===== config.mk =====
export PLATFORM = sky130hd
export DESIGN_NAME = matrix_stream_loader
export DESIGN_NICKNAME = d
export VERILOG_FILES = /design/src/rtl/matrix_stream_loader.sv
export SDC_FILE = /design/constraint.sdc
export NUM_CORES = 1
export LEC_CHECK = 0
export ABC_AREA = 1
export ABC_CLOCK_PERIOD_IN_PS = 4500
export CORE_ASPECT_RATIO = 0.75
export CORE_MARGIN = 2
export CORE_UTILIZATION = 45
export CTS_CLUSTER_SIZE = 14
export DETAILED_ROUTE_END_ITERATION = 8
export PLACE_DENSITY = 0.72
export RECOVER_POWER = 100
export SLEW_MARGIN = 20
export SYNTH_ARGS = -nofsm -noshare
export SYNTH_HDL_FRONTEND = slang
export SYNTH_SLANG_ARGS = --single-unit
export TNS_END_PERCENT = 1

===== constraint.sdc =====
create_clock -name clk -period 4.5 [get_ports clk]
set_input_delay 0.45 -clock clk [delete_from_list [all_inputs] [get_ports clk]]
set_output_delay 0.45 -clock clk [all_outputs]
set_load 0.01 [all_outputs]

===== src/rtl/matrix_stream_loader.sv =====
// Collects a row-major byte stream into one NxN (N=2..5) matrix on a flat 5x5 bus.
// Optional LOADER_CLEAR_EN adds a synchronous clr input that drops any matrix in progress.
module matrix_stream_loader #(
    parameter int DIM_MAX = 5,
    parameter int ELEM_W  = 8
) (
    input  logic                              clk,
    input  logic                              rst_n,
`ifdef LOADER_CLEAR_EN
    input  logic                              clr,
`endif
    input  logic [2:0]                        size,
    input  logic                              in_valid,
    input  logic [ELEM_W-1:0]                 in_data,
    output logic                              in_ready,
    output logic                              mat_valid,
    output logic [DIM_MAX*DIM_MAX*ELEM_W-1:0] mat_flat,
    input  logic                              mat_ready,
    output logic [4:0]                        count,
    output logic                              size_err,
    output logic [1:0]                        fsm_state
);

    // Handshakes: a transfer happens on a rising edge where valid and ready are both high;
    // valid never waits on ready, and data is ignored while ready is low.

    localparam int FLAT_W = DIM_MAX * DIM_MAX * ELEM_W;

    typedef enum logic [1:0] {
        IDLE = 2'd0,
        LOAD = 2'd1,
        FULL = 2'd2
    } state_t;

    state_t     state, next_state;
    logic       started;
    logic [2:0] n;
    logic [2:0] row, col;
    logic [4:0] nn;
    logic [4:0] idx;
    logic       size_ok;
    logic [2:0] n_new;
    logic       last_elem;
    logic       take_in, take_out;
    logic       clear;

`ifdef LOADER_CLEAR_EN
    assign clear = clr;
`else
    assign clear = 1'b0;
`endif

    assign nn        = {2'b00, n} * {2'b00, n};
    assign idx       = {2'b00, row} * 5'(DIM_MAX) + {2'b00, col};
    assign size_ok   = (size >= 3'd2) && (size <= 3'd5);
    assign n_new     = size_ok ? size : 3'(DIM_MAX);
    assign last_elem = (count + 5'd1) == nn;
    assign fsm_state = state;

    always_comb begin
        next_state = state;
        in_ready   = 1'b0;
        mat_valid  = 1'b0;
        take_in    = 1'b0;
        take_out   = 1'b0;
        case (state)
            IDLE: begin
                // started keeps in_ready low until the first edge after reset release
                in_ready = started;
                take_in  = in_valid && started;
                if (take_in) next_state = LOAD;
            end
            LOAD: begin
                in_ready = 1'b1;
                take_in  = in_valid;
                if (take_in && last_elem) next_state = FULL;
            end
            FULL: begin
                mat_valid = 1'b1;
                take_out  = mat_ready;
                if (take_out) next_state = IDLE;
            end
            default: next_state = IDLE;
        endcase
        if (clear) next_state = IDLE;
    end

    always_ff @(posedge clk or negedge rst_n) begin
        if (!rst_n) begin
            state    <= IDLE;
            started  <= 1'b0;
            n        <= 3'(DIM_MAX);
            row      <= 3'd0;
            col      <= 3'd0;
            count    <= 5'd0;
            size_err <= 1'b0;
            mat_flat <= '0;
        end else begin
            started <= 1'b1;
            state   <= next_state;
            if (clear) begin
                row      <= 3'd0;
                col      <= 3'd0;
                count    <= 5'd0;
                size_err <= 1'b0;
                mat_flat <= '0;
            end else if (state == IDLE && take_in) begin
                n        <= n_new;
                size_err <= !size_ok;
                mat_flat <= {{(FLAT_W-ELEM_W){1'b0}}, in_data};
                count    <= 5'd1;
                row      <= 3'd0;
                col      <= 3'd1;
            end else if (state == LOAD && take_in) begin
                mat_flat[idx*ELEM_W +: ELEM_W] <= in_data;
                count <= count + 5'd1;
                // park row/col at zero on the last element so they stay within n-1
                if (last_elem) begin
                    row <= 3'd0;
                    col <= 3'd0;
                end else if (col == n - 3'd1) begin
                    col <= 3'd0;
                    row <= row + 3'd1;
                end else begin
                    col <= col + 3'd1;
                end
            end else if (take_out) begin
                row   <= 3'd0;
                col   <= 3'd0;
                count <= 5'd0;
            end
        end
    end

endmodule


* Word-level counts from Yosys, hierarchy flattened
Index checks and enable logic that the tools add are counted.
** Word-level totals
- Flip-flop bits (word level) :: 218
- Input port bits :: 15
- Word-level logic and storage cells :: 63
** Cells by class
- Add/subtract/negate cells :: 6
- Multiply operators :: 2
- Order comparisons :: 2
- Equality and inequality tests :: 8
- Shifts and indexed selects :: 2
- Muxes and demuxes :: 24
- Reduce and logical (&&, ||, !) cells :: 11
** Operator list (count)
- 2-to-1 mux 200 bit :: 2
- bitwise mux 200 bit :: 1
- variable shift 8 x 34 -> 200 bit, first input constant :: 1
- indexed part select 8 x 34 -> 200 bit :: 1
- negation 8 -> 34 bit :: 1
- 2-to-1 mux 3 bit :: 10
- 2-to-1 mux 5 bit :: 3
- adder 3 x 1 -> 3 bit, second input constant :: 2
- 2-to-1 mux 2 bit :: 3
- inequality test 2 bit, second input constant :: 3
- one-hot mux 2 bit (3 select lines) :: 1
- adder 5 x 1 -> 5 bit, second input constant :: 1
- adder 5 x 3 -> 5 bit :: 1
- == test 5 bit :: 1
- logical AND 1 bit :: 5
- multiplier 3 x 3 -> 5 bit :: 1
- multiplier 3 x 3 -> 5 bit, second input constant :: 1
- inequality test 4 x 3 -> 1 bit, second input constant :: 1
- one-hot mux 1 bit (2 select lines) :: 2
- == test 3 bit :: 1
- >= comparator 3 x 2 -> 1 bit, second input constant :: 1
- less-or-equal comparator 3 bit, second input constant :: 1
- AND reduction 3 bit :: 1
- nonzero test 3 bit :: 1
- other kinds (8) :: 9

* Logic depth before layout (Yosys ltp)
Gate-level depths: netlist (run 1).
- Depth after elaboration :: 7
- Mapped depth :: 20
- Mapped depth without buffers :: 20

* Worst setup path after synthesis (run 1)
OpenSTA, ideal clock, no wires.
- Path type :: reg2reg
- Start point :: register row[0]
- End point :: register mat_flat[144]
- Library setup time :: 0.118 ns
- Arrival :: 3.509 ns
- Required time :: 4.382 ns
- Setup slack :: 0.873 ns
- Cell stages (with the launch flop) :: 14
- Clock period less this slack :: 3.627 ns
- Cells stage by stage :: dfrtp_1 -> ha_1 -> ha_1 -> fa_1 -> nor2_1 -> nor2_2 -> nor2_1 -> ha_1 -> buf_2 -> inv_1 -> buf_1 -> nand3_1 -> nand3_1 -> nand2_1
** On the way
- Cells in the longest elaborated chain, start to end :: 7
- Elaborated cells on any way between the ends :: 8
- Those cells by class :: add/sub: 2; mul: 1; shift: 2; mux: 3
** Ends and longest elaborated chain
- start: declaration :: RTL line 38 : logic [2:0] row, col;
- start signal: assignment :: RTL line 123 : row <= row + 3'd1;
- multiplier 3 x 3 -> 5 bit * :: RTL line 54 : assign idx = {2'b00, row} * 5'(DIM_MAX) + {2'b00, col};
- adder 5 x 3 -> 5 bit * :: RTL line 54
- negation 8 -> 34 bit * :: RTL line 115 : mat_flat[idx*ELEM_W +: ELEM_W] <= in_data;
- indexed part select 8 x 34 -> 200 bit or variable shift 8 x 34 -> 200 bit (tied branches) :: RTL line 115
- bitwise mux 200 bit * :: RTL line 115
- 2-to-1 mux 200 bit * :: RTL line 114 : end else if (state == LOAD && take_in) begin
- 2-to-1 mux 200 bit * :: RTL line 107 : end else if (state == IDLE && take_in) begin
- end signal: assignment :: RTL line 110 : mat_flat <= {{(FLAT_W-ELEM_W){1'b0}}, in_data};
- end signal: indexed assignment :: RTL line 115
- end: declaration :: RTL line 17 : output logic [DIM_MAX*DIM_MAX*ELEM_W-1:0] mat_flat,
Mark *: on every way between the ends. The rest lies on a longest branch, timed or not. The select of a mux whose other input is x is not followed.
A chain may end at the register's enable or synchronous reset.

* Worst setup path in the final report (run 1)
- Start point :: register row[0]
- End point :: register mat_flat[118]
Same word-level chain as after synthesis.

==> run metrics, run 1 <==
Most common cell on crit path=nand2_1; DRT iter0 DRCs=1278; post-route clock period utilization=87.24%; Die Width=180.5 microns; CTS resizes=0; CP Max Fanout=9; hpwl dp=23850 microns; Clock transition at path regs=0.06 ns; post-synthesis adder-cell area fraction=2.453%; TritonCTS clock tree=yes; largest net degree at the start of global routing=112; Die Ht=136.3 microns; die area=24600 sq um; maxcap violations=1; Cell Area, Synth=10510 sq um; syn nets=1318; DR vias/cell=5.543; WL per Instance=18.33 microns; min-delay worst type=flip-flop to flip-flop; Starting Density=45.81%; sequential fraction of the synthesis area=51.93%; power density over the cells=609.5 nW/um^2; mux cell area share after synthesis=0%; setup TNS=0 ns; CTS Root Cell=clkbuf_16; drt drc=0; Rows=48; slowest stage delay, CP=0.44 ns; top cells by area, synth=dfrtp_1 51%, nand2_1 13%, nand3_1 13%, nor2_1 3.2%, inv_1 3.0%; Int Power=4.420 mW; fin. max-slew vios=111; CP Data Arrival Time=4.31 ns; Post-synth EDFFs=0; Synth Area in XOR/XNOR=0.9168%; Slew headroom=-90.22%; antenna violations before repair=1; CTS Buffer Depth=3; share of the synthesized area in the top cell type=51.43%; synthesized-area fraction occupied by and/or/nand/nor cells=35.99%; critical path class=flip-flop to flip-flop; asr flop ratio synth=100.0%; Fmax=0.2547 GHz; Overall Global Routing Usage=26.66%; Synth area leader=dfrtp_1; Clk network pwr share=23.9%; vias in the first global route=9235; most frequent cells in the layout=373 x nand2_1, 268 x nand3_1, 216 x dfrtp_1; CTS Hold Bufs=0; CP Launch Type=flip-flop; GR Overflow Total=0; slowest library cell on the worst path=fa_1; skew final=0.01488 ns; Sw Pwr=3.980 mW; Nets=1530; clock buffer count from CTS=23; RSZ-0062 raised after global routing=false; status=complete, but fails checks; commonest non-fill, non-tap cell in the layout=nand2_1; Worst EP required=4.88 ns; failing checks=max-capacitance violations, max-slew violations; post-synthesis register bit count=218; Synth Area per Inst=8.191 sq um; Setup Fix Bufs, Post-CTS=0; ANT cells=0; core area=22940 sq um; Peak VDD IR=401.1 uV; Flop pwr share=27.9%; largest family of logic cells by synthesized area=simple AND/OR/NAND/NOR gates; First-pass DRT Iterations=7; latest clock arrival within the worst-skew pair=0.51 ns; post-synthesis instance total=1283; Yosys Warn Count=0; CTS sink count=218; Synth Area in Compound Gates=3.274%; endpoints failing setup=0; Yosys cell types=36; Detail Route Antenna Nets=0; first-pass GRT wire length=51900 microns; Final Wtd Congestion=0.9525; final wirelength=33160 microns; CP cell instances=ha_1 -> ha_1 -> fa_1 -> nand2_1 -> inv_1 -> nor2_2 -> nor2_1 -> ha_1 -> inv_1 -> nand2_2 -> nor2_1 -> nand2_1 -> nor3_4 -> a21oi_1 -> nand2_1 -> nand2_1; Primary FF master, synth=dfrtp_1; CP endpoint kind=flip-flop; port buffer count=224; Fin. Hold Viols=0; Worst-Margin Slew=2.853 ns; Ports=225; Layout area overhead=31.12%; Vias=10030; P_leak=7.444 nW; placed inst area=13060 sq um; H-tree depth=1; crit path time final=3.926 ns; combinational power share=48.2%; Switching Share=47.38%; design area=13780 sq um; layout cells sized above 1=5.964%
==> metal layers <==
layer  GRT usage (%)  up-vias  part of all wire [%]
met5               0        -                 0.039
met4           6.586        2                   2.3
met3           6.295       62                    10
met2           36.64      497                    41
met1           41.86     4805                    47
li1                -     4662                     -
==> synth_stat cells, drive strengths merged (2+ instances only) <==
cell	number
o211ai	2
xor2	10
nand4	33
o2111ai	2
buf	17
inv	91
nor4	3
dfstp	2
o21ai	42
clkbuf	36
clkinv	2
a31oi	9
o22ai	2
nand3	273
a21oi	4
ha	19
nor2	114
dfrtp	216
nand2	377
nor3	25
==> power groups by stage <==
stage / registers, mW / clock network, mW / logic [mW]
floorplan: 2.41 / 0 / 2.68
global placement: 2.38 / 0 / 4.02
detailed placement: 2.38 / 0 / 4.08
CTS: 2.35 / 2.03 / 4.10
global route: 2.36 / 2.11 / 4.43
finish: 2.34 / 2.01 / 4.05
==> metrics by stage <==
step / util, % / power [mW] / setup slack (ns) / std cells / hold slack (ns)
floorplan: - / 5.082 / 0.8729 / 1283 / 0.1544
global placement: 56.90 / 6.397 / 0.9297 / 1770 / 0.4555
detailed placement: 56.90 / 6.453 / 0.8054 / 1770 / 0.4626
CTS: 60.34 / 8.477 / 0.7490 / 1809 / 0.1115
global route: 60.06 / 8.902 / 0.2487 / 1809 / 0.5008
finish: 60.06 / 8.399 / 0.5741 / 1809 / 0.4683
==> critical path: cells and delay by family, from the launching register on <==
kind | cells | cell delay [ns]
flip-flops | 1 | 0.42
AND/OR/NAND/NOR | 9 | 1.59
adder cells (fa/ha/maj) | 4 | 1.28
buffers and inverters | 2 | 0.14
AO/OA/AOI/OAI | 1 | 0.34
==> final timing paths <==
check,start,to,slack [ns],depth (start not counted)
setup / recovery,row[0]$_DFFE_PN0P_,mat_flat[118]$_DFFE_PN0P_,0.57,16
hold / removal,size_err$_DFFE_PN0P_,size_err$_DFFE_PN0P_,0.47,2
setup reg to reg,row[0]$_DFFE_PN0P_,mat_flat[118]$_DFFE_PN0P_,0.57,16
hold reg to reg,size_err$_DFFE_PN0P_,size_err$_DFFE_PN0P_,0.47,2
max in group asynchronous,rst_n,mat_flat[186]$_DFFE_PN0P_,1.98,1
min in group asynchronous,rst_n,mat_flat[150]$_DFFE_PN0P_,0.85,1
==> state kept, by name, summed over array words and instances (netlist names) <==
name,cells
col,3
mat_flat,200
count,5
n,3
row,3
fsm_state,2
size_err,1
started,1
==> kinds of logic after synthesis <==
kind of cell             count (synthesis)
AO/OA/AOI/OAI                           62
XOR/XNOR                                11
adder cells (fa/ha/maj)                 20
buffers and inverters                  146
flip-flops                             218
other                                    1
AND/OR/NAND/NOR                        825
==> cell type report <==
cell class	instances	area, sq um
flip-flops and latches	218	5458
clock inverters	7	138.9
fillers	2031	9163
inverters	93	349.1
clock buffers	32	649.4
repair buffers	240	2364
well taps	300	375.4
multi-input cells	919	4446
No activity file was read; power rests on OpenSTA's default activity.
==> run 2, diff against run 1 <==
- CTS_BUF_LIST: unset -> sky130_fd_sc_hd__clkbuf_8
==> run metrics, run 2 (same netlist as run 1, synthesis figures left out) <==
status=complete, but fails checks; failing checks=max-capacitance violations, max-slew violations; Sequential Area=5458 sq um (unchanged); Vias=10000 (-0.25%); Fmax=0.2549 GHz (about the same); Switching Share=48.83% (+1.4 points); CTS sink count=218 (unchanged); Ports=225 (unchanged); final wirelength=33100 microns (-0.18%); CP Launch Type=flip-flop; setup TNS=0 ns (unchanged); Worst EP required=4.92 ns (+0.04 ns); largest net degree at the start of global routing=112 (unchanged); Slew headroom=-88.15% (+2.1 points); Starting Density=45.81% (unchanged); design area=13720 sq um (-0.41%); power density over the cells=594.6 nW/um^2 (-2.5%); ANT cells=0 (unchanged); H-tree depth=2 (+1); min-delay worst type=flip-flop to flip-flop; Top Registers=mat_flat x200, count x5; First-pass DRT Iterations=6 (-1); DR vias/cell=5.463 (-1.4%); CTS Buffer Depth=3 (unchanged); Die Width=180.5 microns (unchanged); FF-to-FF End=mat_flat[115]$_DFFE_PN0P_; Overall Global Routing Usage=26.83% (+0.17 points); endpoints failing setup=0 (unchanged); clock buffer count from CTS=37 (+61%); CTS Hold Bufs=0 (unchanged); met2 WL=13370 microns (-0.48%); fin. max-slew vios=111 (unchanged); Nets=1544 (+0.92%); drt drc=0 (unchanged); Worst-Margin Slew=2.822 ns (-0.03099 ns); Clock transition at path regs=0.07 ns (about the same); layout cells sized above 1=6.924% (+0.96 points); Worst Setup EP=mat_flat[115]$_DFFE_PN0P_; Fin. Hold Viols=0 (unchanged); CTS Root Cell=clkbuf_8; reg2reg path depth=15 (-1); Rows=48 (unchanged); max reg flops=200 (unchanged); Layout area overhead=30.59%; placed inst area=13060 sq um (unchanged); TritonCTS clock tree=yes; commonest non-fill, non-tap cell in the layout=nand2_1; Filler cells=2060 (+1.4%); crit path time final=3.923 ns (-0.002458 ns); Setup Fix Bufs, Post-CTS=0 (unchanged); critical path class=flip-flop to flip-flop; Final Wtd Congestion=0.9525 (unchanged); RSZ-0062 raised after global routing=false; hpwl dp=23850 microns (unchanged); DRT iter0 DRCs=1187 (-7.1%); Multi-input gate area=4446 sq um (unchanged); post-route clock period utilization=87.19% (about the same); Flop pwr share=28.7% (+0.8 points); most frequent cells in the layout=373 x nand2_1, 268 x nand3_1, 216 x dfrtp_1; CTS resizes=0 (unchanged); Sw Pwr=3.984 mW (+0.12%); Reg2Reg Launch Point=row[2]$_DFFE_PN0P_; maxcap violations=1 (unchanged); core area=22940 sq um (unchanged); WL per Instance=18.08 microns (-1.4%); CP endpoint kind=flip-flop; Worst Min Path Start=size_err$_DFFE_PN0P_; Int Power=4.176 mW (-5.5%); Clk network pwr share=21.9% (-2.0 points); first-pass GRT wire length=51930 microns (about the same); CP Max Fanout=9 (unchanged); Top Metal Used=met4; CP Data Arrival Time=4.34 ns (+0.03 ns); combinational power share=49.4% (+1.2 points); P_leak=7.470 nW (+0.35%); wl on met1=15880 microns (+2.0%); skew final=0.02889 ns (+0.01401 ns); die area=24600 sq um (unchanged); port buffer count=224 (unchanged); Top reg by flops=mat_flat; antenna violations before repair=1 (unchanged); crit path launch=row[2]$_DFFE_PN0P_; latest clock arrival within the worst-skew pair=0.54 ns (+0.03 ns); Detail Route Antenna Nets=0 (unchanged); R2R Setup Slk=0.58 ns (about the same); wire length on met3=3165 microns (-6.1%); Die Ht=136.3 microns (unchanged); vias in the first global route=9328 (+1.0%); Peak VDD IR=422.6 uV (+5.4%); GR Overflow Total=0 (unchanged)
[run 2: changes by cell type in the layout (fill, tap and decap cells not counted)]
cell / change
clkinvlp_4: +1
clkbuf_1: -5
inv_1: +10
bufinv_16: -3
clkbuf_16: -23
dfstp_2: -1
inv_6: -1
dfstp_1: +1
clkbuf_8: +43
[run 2: worst min path at each step]
stage | endpoint | slack, ns | depth (start not counted)
after global routing | mat_flat[91]$_DFFE_PN0P_ | 0.50 | 2
after global placement | mat_flat[82]$_DFFE_PN0P_ | 0.46 | 2
after detailed placement | mat_flat[33]$_DFFE_PN0P_ | 0.46 | 2
after CTS | count[2]$_DFFE_PN0P_ | 0.08 | 1
after floorplan | col[0]$_DFFE_PN0P_ | 0.15 | 0
final | size_err$_DFFE_PN0P_ | 0.47 | 2
[run 2: through the flow]
| stage | setup slack [ns] | instances | hold slack [ns] | total power, mW | util, % |
|---|---|---|---|---|---|
| floorplan | 0.8729 | 1283 | 0.1544 | 5.082 | - |
| global placement | 0.9297 | 1770 | 0.4555 | 6.397 | 56.90 |
| detailed placement | 0.8054 | 1770 | 0.4626 | 6.453 | 56.90 |
| CTS | 0.7701 | 1831 | 0.07980 | 8.255 | 60.09 |
| global route | 0.2161 | 1831 | 0.4998 | 8.688 | 59.82 |
| finish | 0.5765 | 1831 | 0.4681 | 8.160 | 59.82 |
[run 2: layer usage]
layer  GRT usage (%)  vias up
li1                -     4685
met2           36.20      468
met5               0        -
met1           41.83     4793
met4           7.527        0
met3           7.099       57
[run 2: final cells by class]
type	count	area share (%)
clock buffers	47	4.714
repair buffers	240	17.22
inverters	93	2.544
clock inverters	14	0.6200
well taps	300	2.735
multi-input cells	919	32.39
flip-flops and latches	218	39.77
[run 2: worst max-delay path: stages (launching register included)]
cell	delay, ns
dfrtp_1	0.43
ha_1	0.30
ha_1	0.32
fa_1	0.58
inv_1	0.06
nand2_1	0.08
nor2_1	0.08
ha_1	0.22
inv_1	0.10
nand2_2	0.05
nor2_1	0.41
nand2_1	0.22
nor3_4	0.39
a21oi_1	0.35
nand2_1	0.15
nand2_1	0.06
[run 2: power by group through the flow]
stage	logic [mW]	registers, mW	clock network (mW)
2_1_floorplan	2.68	2.41	0
3_3_place_gp	4.02	2.38	0
6_report	4.03	2.34	1.79
4_1_cts	4.10	2.35	1.81
3_5_place_dp	4.08	2.38	0
5_1_grt	4.42	2.36	1.90
==> run 3, diff against run 2 <==
- ABC_CLOCK_PERIOD_IN_PS: 4500 -> unset
- DONT_BUFFER_PORTS: unset -> 1
- PLACE_DENSITY: 0.72 -> unset
==> run metrics, run 3 (same netlist as run 1, synthesis figures left out) <==
CP Max Fanout=10 (+1); Starting Density=45.81% (unchanged); Filler cells=2239 (+8.7%); first-pass GRT wire length=49290 microns (-5.1%); Rows=48 (unchanged); CTS resizes=0 (unchanged); DRT iter0 DRCs=946 (-20%); H-tree depth=2 (unchanged); Hold WS=-0.3761 ns (-0.8442 ns); TritonCTS clock tree=yes; post-route clock period utilization=91.03% (+3.8 points); vias in the first global route=8206 (-12%); CP endpoint kind=flip-flop; skew final=0.02403 ns (-0.004858 ns); status=complete, but fails checks; min-delay worst type=primary input to async pin; failing checks=negative hold slack, max-capacitance violations, max-slew violations; critical path class=flip-flop to flip-flop; final core area utilization=49.96% (-9.9 points); commonest non-fill, non-tap cell in the layout=nand2_1; layout cells sized above 1=7.869% (+0.95 points); Setup Fix Bufs, Post-CTS=0 (unchanged); Detail Route Antenna Nets=0 (unchanged); Die Width=180.5 microns (unchanged); Vias=8854 (-11%); power density over the cells=694.0 nW/um^2 (+17%); CTS Root Cell=clkbuf_8; crit path time final=4.097 ns (+0.1730 ns); endpoints failing setup=0 (unchanged); port buffer count=0 (-100%); setup TNS=0 ns (unchanged); Ports=225 (unchanged); P_leak=5.986 nW (-20%); Worst-Margin Slew=1.509 ns (-1.313 ns); CTS Buffer Depth=3 (unchanged); die area=24600 sq um (unchanged); Clock transition at path regs=0.06 ns (about the same); reg2reg path depth=12 (-3); FF-to-FF End=mat_flat[187]$_DFFE_PN0P_; Nets=1321 (-14%); First-pass DRT Iterations=6 (unchanged); Reg2Reg Launch Point=row[2]$_DFFE_PN0P_; Worst EP required=4.89 ns (-0.03 ns); Die Ht=136.3 microns (unchanged); antenna violations before repair=0 (-1); clock buffer count from CTS=38 (+2.7%); Fin. Hold Viols=218 (+218); Fmax=0.2441 GHz (-4.2%); Final Wtd Congestion=0.8646 (-9.2%); min setup slack post-route=0.4035 ns (-0.1730 ns); Slew headroom=-0.6244% (+88 points); Layout area overhead=9.072%; max reg flops=200 (unchanged); fin. max-slew vios=75 (-32%); WL per Instance=20.00 microns (+11%); GR Overflow Total=0 (unchanged); hpwl dp=22840 microns (-4.2%); ANT cells=0 (unchanged); Peak VDD IR=385.4 uV (-8.8%); latest clock arrival within the worst-skew pair=0.53 ns (about the same); CTS sink count=218 (unchanged); drt drc=0 (unchanged); final wirelength=32170 microns (-2.8%); most frequent cells in the layout=372 x nand2_1, 267 x nand3_1, 216 x dfrtp_1; R2R Setup Slk=0.40 ns (-0.17 ns); core area=22940 sq um (unchanged); CP Data Arrival Time=4.49 ns (+0.15 ns); DR vias/cell=5.503 (+0.73%); maxcap violations=1 (unchanged); Top Registers=mat_flat x200, count x5; Top reg by flops=mat_flat; RSZ-0062 raised after global routing=false; DP Worst Slack=0.5784 ns (-0.2270 ns); largest net degree at the start of global routing=219 (+96%); CP Launch Type=flip-flop; Overall Global Routing Usage=25.66% (-1.2 points)
run 3: worst max path at each step:
stage	slack, ns	depth (start not counted)	to	startpoint
3_5_place_dp	0.58	14	mat_flat[3]$_DFFE_PN0P_	row[0]$_DFFE_PN0P_
4_1_cts	0.58	14	mat_flat[3]$_DFFE_PN0P_	row[0]$_DFFE_PN0P_
5_1_grt	0.14	12	mat_flat[161]$_DFFE_PN0P_	row[0]$_DFFE_PN0P_
2_1_floorplan	0.87	13	mat_flat[144]$_DFFE_PN0P_	row[0]$_DFFE_PN0P_
3_3_place_gp	0.65	14	mat_flat[3]$_DFFE_PN0P_	row[2]$_DFFE_PN0P_
6_report	0.40	12	mat_flat[187]$_DFFE_PN0P_	row[2]$_DFFE_PN0P_
run 3: metrics by stage:
stage | cells | cell area, sq um | hold WS [ns] | total power [mW]
4_1_cts | 1609 | 11540 | -0.4039 | 8.025
3_5_place_dp | 1546 | 10810 | 0.1617 | 6.218
2_1_floorplan | 1283 | 10510 | 0.1544 | 5.082
5_1_grt | 1609 | 11460 | -0.4070 | 8.465
6_report | 1609 | 11460 | -0.3761 | 7.954
3_3_place_gp | 1546 | 10810 | 0.1625 | 6.198
run 3: layout make-up:
| cell class | instances | area [sq um] | share of cell area [%] |
|---|---|---|---|
| well taps | 300 | 375.4 | 3.275 |
| inverters | 93 | 351.6 | 3.067 |
| clock buffers | 43 | 591.8 | 5.163 |
| flip-flops and latches | 218 | 5458 | 47.62 |
| clock inverters | 20 | 135.1 | 1.179 |
| repair buffers | 16 | 102.6 | 0.8951 |
| multi-input cells | 919 | 4448 | 38.81 |
run 3: critical path, stage by stage (launching register included):
cell      delay [ns]
dfrtp_1         0.43
ha_1            0.29
ha_1            0.32
fa_1            0.45
nor2_1          0.17
nor2_1          0.10
nor2_1          0.24
ha_1            0.48
inv_1           0.40
clkbuf_1        0.39
nand3_1         0.43
nand3_1         0.18
nand2_1         0.09
run 3: report_power, final:
| part | total, mW | switching, mW | internal, mW |
|---|---|---|---|
| Combinational | 3.71 | 2.90 | 0.806 |
| Sequential | 2.46 | 0.293 | 2.17 |
| Clock | 1.78 | 0.801 | 0.981 |
run 3: layer usage:
metal	share of wire (%)	track usage, %	vias to the layer above
met2	39	34.25	385
met4	1.9	6.228	0
met1	46	38.35	4194
met3	12	10.26	45
li1	-	-	4230
met5	0	0	-
